### src/rtl/cmul_pkg.sv
// Shared constants, FSM state and partial-product step encoding for cmplx_mul_seq.
package cmul_pkg;

    localparam int unsigned W  = 32;
    localparam int unsigned PW = 64;
    localparam int unsigned OW = 66;

    typedef enum logic [1:0] {
        IDLE = 2'd0,
        MUL  = 2'd1,
        DONE = 2'd2
    } state_t;

    typedef logic [1:0] step_t;

    localparam step_t STEP_RR = 2'd0;  // ar*br
    localparam step_t STEP_II = 2'd1;  // ai*bi
    localparam step_t STEP_RI = 2'd2;  // ar*bi
    localparam step_t STEP_IR = 2'd3;  // ai*br

endpackage

### src/rtl/vedic32.sv
// 32x32 unsigned combinational multiplier, vertically-crosswise over 16-bit halves.
module vedic32 (
    input  logic [31:0] a,
    input  logic [31:0] b,
    output logic [63:0] p
);

    logic [31:0] ll, lh, hl, hh;

    assign ll = 32'(a[15:0])  * 32'(b[15:0]);
    assign lh = 32'(a[15:0])  * 32'(b[31:16]);
    assign hl = 32'(a[31:16]) * 32'(b[15:0]);
    assign hh = 32'(a[31:16]) * 32'(b[31:16]);

    assign p = {hh, ll} + (64'(lh) << 16) + (64'(hl) << 16);

endmodule

### src/rtl/cmplx_mul_seq.sv
// Sequenced complex multiplier: four partial products from one vedic32, accumulated into re/im.
// Optional feature macro: CMUL_CONJ_EN adds the conj_b port (multiply by conj(B)).
module cmplx_mul_seq
    import cmul_pkg::*;
#(
    parameter int unsigned W        = 32,
    parameter int unsigned PROD_REG = 0
) (
    input  logic          clk,
    input  logic          rst,
    input  logic          in_valid,
    output logic          in_ready,
    input  logic [W-1:0]  ar,
    input  logic [W-1:0]  ai,
    input  logic [W-1:0]  br,
    input  logic [W-1:0]  bi,
`ifdef CMUL_CONJ_EN
    input  logic          conj_b,
`endif
    output logic          out_valid,
    input  logic          out_ready,
    output logic [OW-1:0] re,
    output logic [OW-1:0] im,
    output logic          busy
);

    if (W != cmul_pkg::W) begin : g_bad_w
        $error("cmplx_mul_seq: W must be 32 to match vedic32");
    end

    state_t          state, state_nx;
    step_t           step;
    logic            drain;
    logic [W-1:0]    ar_q, ai_q, br_q, bi_q;
    logic [W-1:0]    mul_a, mul_b;
    logic [PW-1:0]   prod;
    logic            acc_v;
    step_t           acc_step;
    logic [PW-1:0]   acc_p;
    logic [OW-1:0]   pz;
    logic            conj;
    logic            accept;

    assign in_ready = (state == IDLE) && !rst;
    assign accept   = in_valid && in_ready;
    assign pz       = OW'(acc_p);

`ifdef CMUL_CONJ_EN
    logic conj_q;
    always_ff @(posedge clk) begin
        if (rst)         conj_q <= 1'b0;
        else if (accept) conj_q <= conj_b;
    end
    assign conj = conj_q;
`else
    assign conj = 1'b0;
`endif

    // Operand select for the shared multiplier
    always_comb begin
        mul_a = ai_q;
        mul_b = br_q;
        unique case (step)
            STEP_RR: begin mul_a = ar_q; mul_b = br_q; end
            STEP_II: begin mul_a = ai_q; mul_b = bi_q; end
            STEP_RI: begin mul_a = ar_q; mul_b = bi_q; end
            STEP_IR: begin mul_a = ai_q; mul_b = br_q; end
        endcase
    end

    vedic32 u_mul (
        .a (mul_a),
        .b (mul_b),
        .p (prod)
    );

    // Accumulation sees either the live product or the one issued a cycle earlier
    if (PROD_REG != 0) begin : g_prod_reg
        always_ff @(posedge clk) begin
            if (rst) begin
                acc_v    <= 1'b0;
                acc_step <= STEP_RR;
                acc_p    <= '0;
            end else begin
                acc_v    <= (state == MUL) && !drain;
                acc_step <= step;
                acc_p    <= prod;
            end
        end
    end else begin : g_prod_comb
        always_comb begin
            acc_v    = (state == MUL);
            acc_step = step;
            acc_p    = prod;
        end
    end

    always_ff @(posedge clk) begin
        if (rst) state <= IDLE;
        else     state <= state_nx;
    end

    always_comb begin
        state_nx = state;
        unique case (state)
            IDLE:    if (accept) state_nx = MUL;
            MUL:     if (acc_v && (acc_step == STEP_IR)) state_nx = DONE;
            DONE:    if (out_ready) state_nx = IDLE;
            default: state_nx = IDLE;
        endcase
    end

    always_ff @(posedge clk) begin
        if (rst) begin
            out_valid <= 1'b0;
            busy      <= 1'b0;
            re        <= '0;
            im        <= '0;
            step      <= STEP_RR;
            drain     <= 1'b0;
            ar_q      <= '0;
            ai_q      <= '0;
            br_q      <= '0;
            bi_q      <= '0;
        end else begin
            out_valid <= (state_nx == DONE);
            busy      <= (state_nx != IDLE);
            if (accept) begin
                ar_q  <= ar;
                ai_q  <= ai;
                br_q  <= br;
                bi_q  <= bi;
                re    <= '0;
                im    <= '0;
                step  <= STEP_RR;
                drain <= 1'b0;
            end else if (state == MUL) begin
                if (!drain) begin
                    if (step == STEP_IR) drain <= 1'b1;
                    else                 step  <= step + 2'd1;
                end
                if (acc_v) begin
                    unique case (acc_step)
                        STEP_RR: re <= re + pz;
                        STEP_II: re <= conj ? re + pz : re - pz;
                        STEP_RI: im <= conj ? im - pz : im + pz;
                        STEP_IR: im <= im + pz;
                    endcase
                end
            end
        end
    end

endmodule

### config.mk
export PLATFORM = sky130hd
export DESIGN_NAME = cmplx_mul_seq
export DESIGN_NICKNAME = d
export VERILOG_FILES = /design/src/rtl/cmul_pkg.sv /design/src/rtl/vedic32.sv /design/src/rtl/cmplx_mul_seq.sv
export SDC_FILE = /design/constraint.sdc
export NUM_CORES = 2
export LEC_CHECK = 0
export ABC_AREA = 1
export CORE_MARGIN = 4
export CORE_UTILIZATION = 40
export DETAILED_ROUTE_END_ITERATION = 8
export GPL_TIMING_DRIVEN = 0
export PLACE_DENSITY = 0.62
export SYNTH_ARGS = -nofsm -noshare
export SYNTH_HDL_FRONTEND = slang
export SYNTH_SLANG_ARGS = --single-unit
### constraint.sdc
create_clock -name clk -period 18.1 [get_ports clk]
set_clock_uncertainty 0.2 [all_clocks]
set_input_delay 3.62 -clock clk [delete_from_list [all_inputs] [get_ports clk]]
set_output_delay 3.62 -clock clk [all_outputs]
set_load 0.1 [all_outputs]
==> flow_summary.html <==
<table>
<tr><th>Metric</th><th>Value</th></tr>
<tr><th colspan="2">Outcome</th></tr>
<tr><td>Outcome</td><td>finished, violations left</td></tr>
<tr><td>Violated checks</td><td>max-capacitance violations, max-slew violations</td></tr>
<tr><th colspan="2">Floorplan</th></tr>
<tr><td>Die Area</td><td>roughly 0.15 sq mm</td></tr>
<tr><td>Die height</td><td>385.2 um</td></tr>
<tr><td>Std cell rows</td><td>138</td></tr>
<tr><td>Die width</td><td>approximately 390 um</td></tr>
<tr><td>Top-level I/O count</td><td>about 270</td></tr>
<tr><td>Core box area</td><td>0.1414 sq mm</td></tr>
<tr><td>Starting Density</td><td>0.4025</td></tr>
<tr><th colspan="2">Placement</th></tr>
<tr><td>Placed instance count</td><td>10171</td></tr>
<tr><td>Routability Congestion</td><td>slightly below 1</td></tr>
<tr><td>IO buf count</td><td>roughly 270</td></tr>
<tr><td>HPWL Detailed</td><td>about 190000 um</td></tr>
<tr><th colspan="2">Clock tree</th></tr>
<tr><td>Clock buffer depth</td><td>3</td></tr>
<tr><td>Depth of the CTS H-tree</td><td>2</td></tr>
<tr><td>Post-CTS setup buffer count</td><td>0</td></tr>
<tr><td>Number of sinks handled by clock tree synthesis</td><td>267</td></tr>
<tr><td>Post-CTS Hold Buffers</td><td>0</td></tr>
<tr><td>Post-CTS sizing</td><td>0</td></tr>
<tr><td>Clock tree from TritonCTS</td><td>done</td></tr>
<tr><td>Worst skew pair latency</td><td>0.59 ns</td></tr>
<tr><td>Cell at the root of the clock tree</td><td>clkbuf_16</td></tr>
<tr><td>Clock Pin Slew Worst Setup and Hold Paths</td><td>0.06 ns</td></tr>
<tr><td>Clock buffer count from CTS</td><td>34</td></tr>
<tr><th colspan="2">Worst setup path</th></tr>
<tr><td>Slowest cell on the critical path</td><td>clkinv_1</td></tr>
<tr><td>Cell mode on critical path</td><td>nand2_1</td></tr>
<tr><td>Max FO, Critical Path</td><td>10</td></tr>
<tr><td>Worst r2r src</td><td>acc_step[1]</td></tr>
<tr><td>Required time of the critical path</td><td>roughly 18 ns</td></tr>
<tr><td>Origin of the worst setup path</td><td>acc_step[1]</td></tr>
<tr><td>Logic depth of the worst register-to-register path</td><td>64</td></tr>
<tr><td>Type of the worst setup path</td><td>reg -&gt; reg</td></tr>
<tr><td>Setup slack of the worst register-to-register path</td><td>~1.8 ns</td></tr>
<tr><td>Capturing element of the worst setup path</td><td>re[65]</td></tr>
<tr><td>Launching element type of the critical path</td><td>flip-flop</td></tr>
<tr><td>Kind of end point of the critical path</td><td>flip-flop</td></tr>
<tr><td>End of the worst register-to-register path</td><td>re[65]</td></tr>
<tr><td>WP data arrival</td><td>roughly 17 ns</td></tr>
<tr><td>Critical path's largest stage delay</td><td>around 0.9 ns</td></tr>
<tr><th colspan="2">STA</th></tr>
<tr><td>Total negative slack for setup checks</td><td>0 ns</td></tr>
<tr><td>Endpoints failing hold</td><td>0</td></tr>
<tr><td>Max Slew Vio Count</td><td>11</td></tr>
<tr><td>Maximum clock frequency</td><td>about 0.06 GHz</td></tr>
<tr><td>RSZ-0062 raised after global routing</td><td>false</td></tr>
<tr><td>Tightest Pin Transition</td><td>1.502 ns</td></tr>
<tr><td>Shortest period the worst path allows</td><td>16.31 ns</td></tr>
<tr><td>Hold slack final</td><td>between 0.2 and 0.25 ns</td></tr>
<tr><td>Endpoints failing setup</td><td>0</td></tr>
<tr><td>Crit share post-route</td><td>0.9013</td></tr>
<tr><td>Normalized max-slew margin</td><td>-0.007988</td></tr>
<tr><th colspan="2">Global route</th></tr>
<tr><td>Wire length of the first global-routing pass</td><td>~330000 um</td></tr>
<tr><td>Largest net degree at the start of global routing</td><td>14</td></tr>
<tr><td>GR Overflow Total</td><td>0</td></tr>
<tr><td>Overall routing resource usage</td><td>0.2924</td></tr>
<tr><td>Number of global-route vias before repair</td><td>between 50000 and 60000</td></tr>
<tr><td>Initial antenna violation count</td><td>4</td></tr>
<tr><th colspan="2">Hold path</th></tr>
<tr><td>Worst hold path depth</td><td>2</td></tr>
<tr><td>Worst Hold Class</td><td>reg -&gt; reg</td></tr>
<tr><th colspan="2">Synth</th></tr>
<tr><td>Dominant synthesized flop cell</td><td>dfxtp_1</td></tr>
<tr><td>Synthesized netlist cell count</td><td>around 8000</td></tr>
<tr><td>Distinct cells, synth</td><td>between 60 and 70</td></tr>
<tr><td>Number of warnings printed during yosys synthesis</td><td>0</td></tr>
<tr><td>Cell area after synthesis</td><td>0.05691 sq mm</td></tr>
<tr><td>Flip-flop and latch count after synthesis</td><td>267</td></tr>
<tr><td>Syn_nets</td><td>about 9500</td></tr>
<tr><td>Proportion of synthesized flip-flops having asynchronous set or reset</td><td>0</td></tr>
<tr><td>Avg Inst Size Synth</td><td>about 7.1 sq um</td></tr>
<tr><td>Number of flops mapped to enable cells by yosys</td><td>0</td></tr>
<tr><td>Sequential cell area fraction in the yosys report</td><td>0.09392</td></tr>
<tr><th colspan="2">Final layout</th></tr>
<tr><td>Net count reported at finish</td><td>9842</td></tr>
<tr><td>Leading cell type in the layout, fill and taps excluded</td><td>inv_1</td></tr>
<tr><td>Final instance count without filler cells</td><td>just over 10000</td></tr>
<tr><td>Signed area change from the synthesized netlist to the final layout</td><td>10.90%</td></tr>
<tr><td>Inserted Diodes</td><td>0</td></tr>
<tr><td>Commonest cells after routing, fill and taps aside</td><td>inv_1, nand2_1, nor2_1</td></tr>
<tr><td>Proportion of layout cells with a drive suffix above 1</td><td>0.02434</td></tr>
<tr><th colspan="2">Route</th></tr>
<tr><td>Wirelength, routed</td><td>216900 um</td></tr>
<tr><td>Total vias in the final route</td><td>between 50000 and 60000</td></tr>
<tr><td>First-pass iteration count of the detailed router</td><td>6</td></tr>
<tr><td>Number of remaining DRC errors</td><td>0</td></tr>
<tr><td>Final ANT Viol Nets</td><td>0</td></tr>
<tr><td>Final routed wire length divided by cell count</td><td>around 21 um</td></tr>
<tr><td>Via count normalized by instance count</td><td>about 5.3</td></tr>
<tr><td>Number of violations reported at the end of detailed-routing iteration 0</td><td>between 4000 and 5000</td></tr>
<tr><th colspan="2">Job</th></tr>
<tr><td>Count of max-cap constraint violations</td><td>3</td></tr>
<tr><th colspan="2">Power</th></tr>
<tr><td>Power density normalized to cell area</td><td>between 100 and 150 mW/mm^2</td></tr>
<tr><td>Maximum ir drop on the vdd rail</td><td>0.0001063 V</td></tr>
<tr><td>Pleak</td><td>between 30 and 40 nW</td></tr>
</table>
[per-stage QoR]
step | util | worst slack [ns] | total power [W] | area [sq um]
2_1_floorplan | - | 6.439 | 0.005356 | 56910
3_3_place_gp | 0.4379 | 2.200 | 0.007403 | 61930
3_5_place_dp | 0.4387 | 2.321 | 0.007439 | 62030
4_1_cts | 0.4462 | 2.294 | 0.008152 | 63100
5_1_grt | 0.4463 | 1.160 | 0.008999 | 63110
6_report | 0.4463 | 1.787 | 0.008263 | 63110
[layout make-up]
cell class / instances / area [sq um]
tap: 1890 / 2365
clock inverter: 12 / 115.1
clock buffer: 45 / 952.2
timing repair buffer: 274 / 2743
buffer: 254 / 964.7
sequential: 267 / 5345
fill: 14726 / 78300
multi-input combinational: 5752 / 44120
inverter: 1735 / 6513
[critical path: cells and delay by family, from the launching register on]
kind | cells | cell delay (ns)
fa+ha+maj | 11 | 4.39
compound gates | 17 | 3.90
simple gates | 22 | 3.57
buf+inv | 12 | 2.94
xor+xnor | 2 | 0.81
flops | 1 | 0.36
[registers in the layout, indices dropped and copies added (netlist names), 2 cells and up]
name / flops
ar_q: 32
br_q: 32
ai_q: 32
im: 66
acc_step: 2
re: 66
bi_q: 32
state: 2
[worst min path at each step]
stage / startpoint / endpoint
finish: br_q[9] / br_q[9]
global route: ar_q[11] / ar_q[11]
CTS: br_q[25] / br_q[25]
detailed placement: br_q[9] / br_q[9]
global placement: drain / drain
floorplan: br_q[10] / br_q[10]
[routing by layer]
layer,track usage,vias to the layer above,routed length (um)
met5,0,-,46
met4,0.1194,6,10770
met3,0.06015,402,19390
met2,0.4700,2103,96500
met1,0.3840,26230,90200
li1,-,25065,-
[cell families (layout without fill, tap and decap cells)]
logic type                 Yosys count  after routing  share of synthesized area
DFF                                267            267                    0.09392
AOI/OAI and AO/OA                 1128           1128                     0.1082
and+or+nand+nor                   2942           2942                     0.2083
xor gates and xnor gates           290            290                    0.04516
adders and majority gates         1392           1392                     0.4130
buffers and inverters             1989           2320                     0.1314
[synthesized netlist by cell type, types with 73 or more instances]
cell,instances,area share
inv_1,1698,0.11
nand2_1,1545,0.10
nor2_1,1049,0.069
fa_1,811,0.29
ha_1,581,0.13
a21oi_1,490,0.043
o21ai_0,345,0.030
dfxtp_1,267,0.094
clkbuf_1,243,0.016
xor2_1,182,0.028
nand3_1,148,0.013
xnor2_1,104,0.016
o21ai_1,75,0.0066
a31oi_1,73,0.0080
[where the power goes]
part | switching [W] | internal (W)
Sequential | 0.0000302 | 0.000623
Clock | 0.000291 | 0.000386
Combinational | 0.00486 | 0.00207
Total | 0.00518 | 0.00308
No activity file was read; power rests on OpenSTA's default activity.
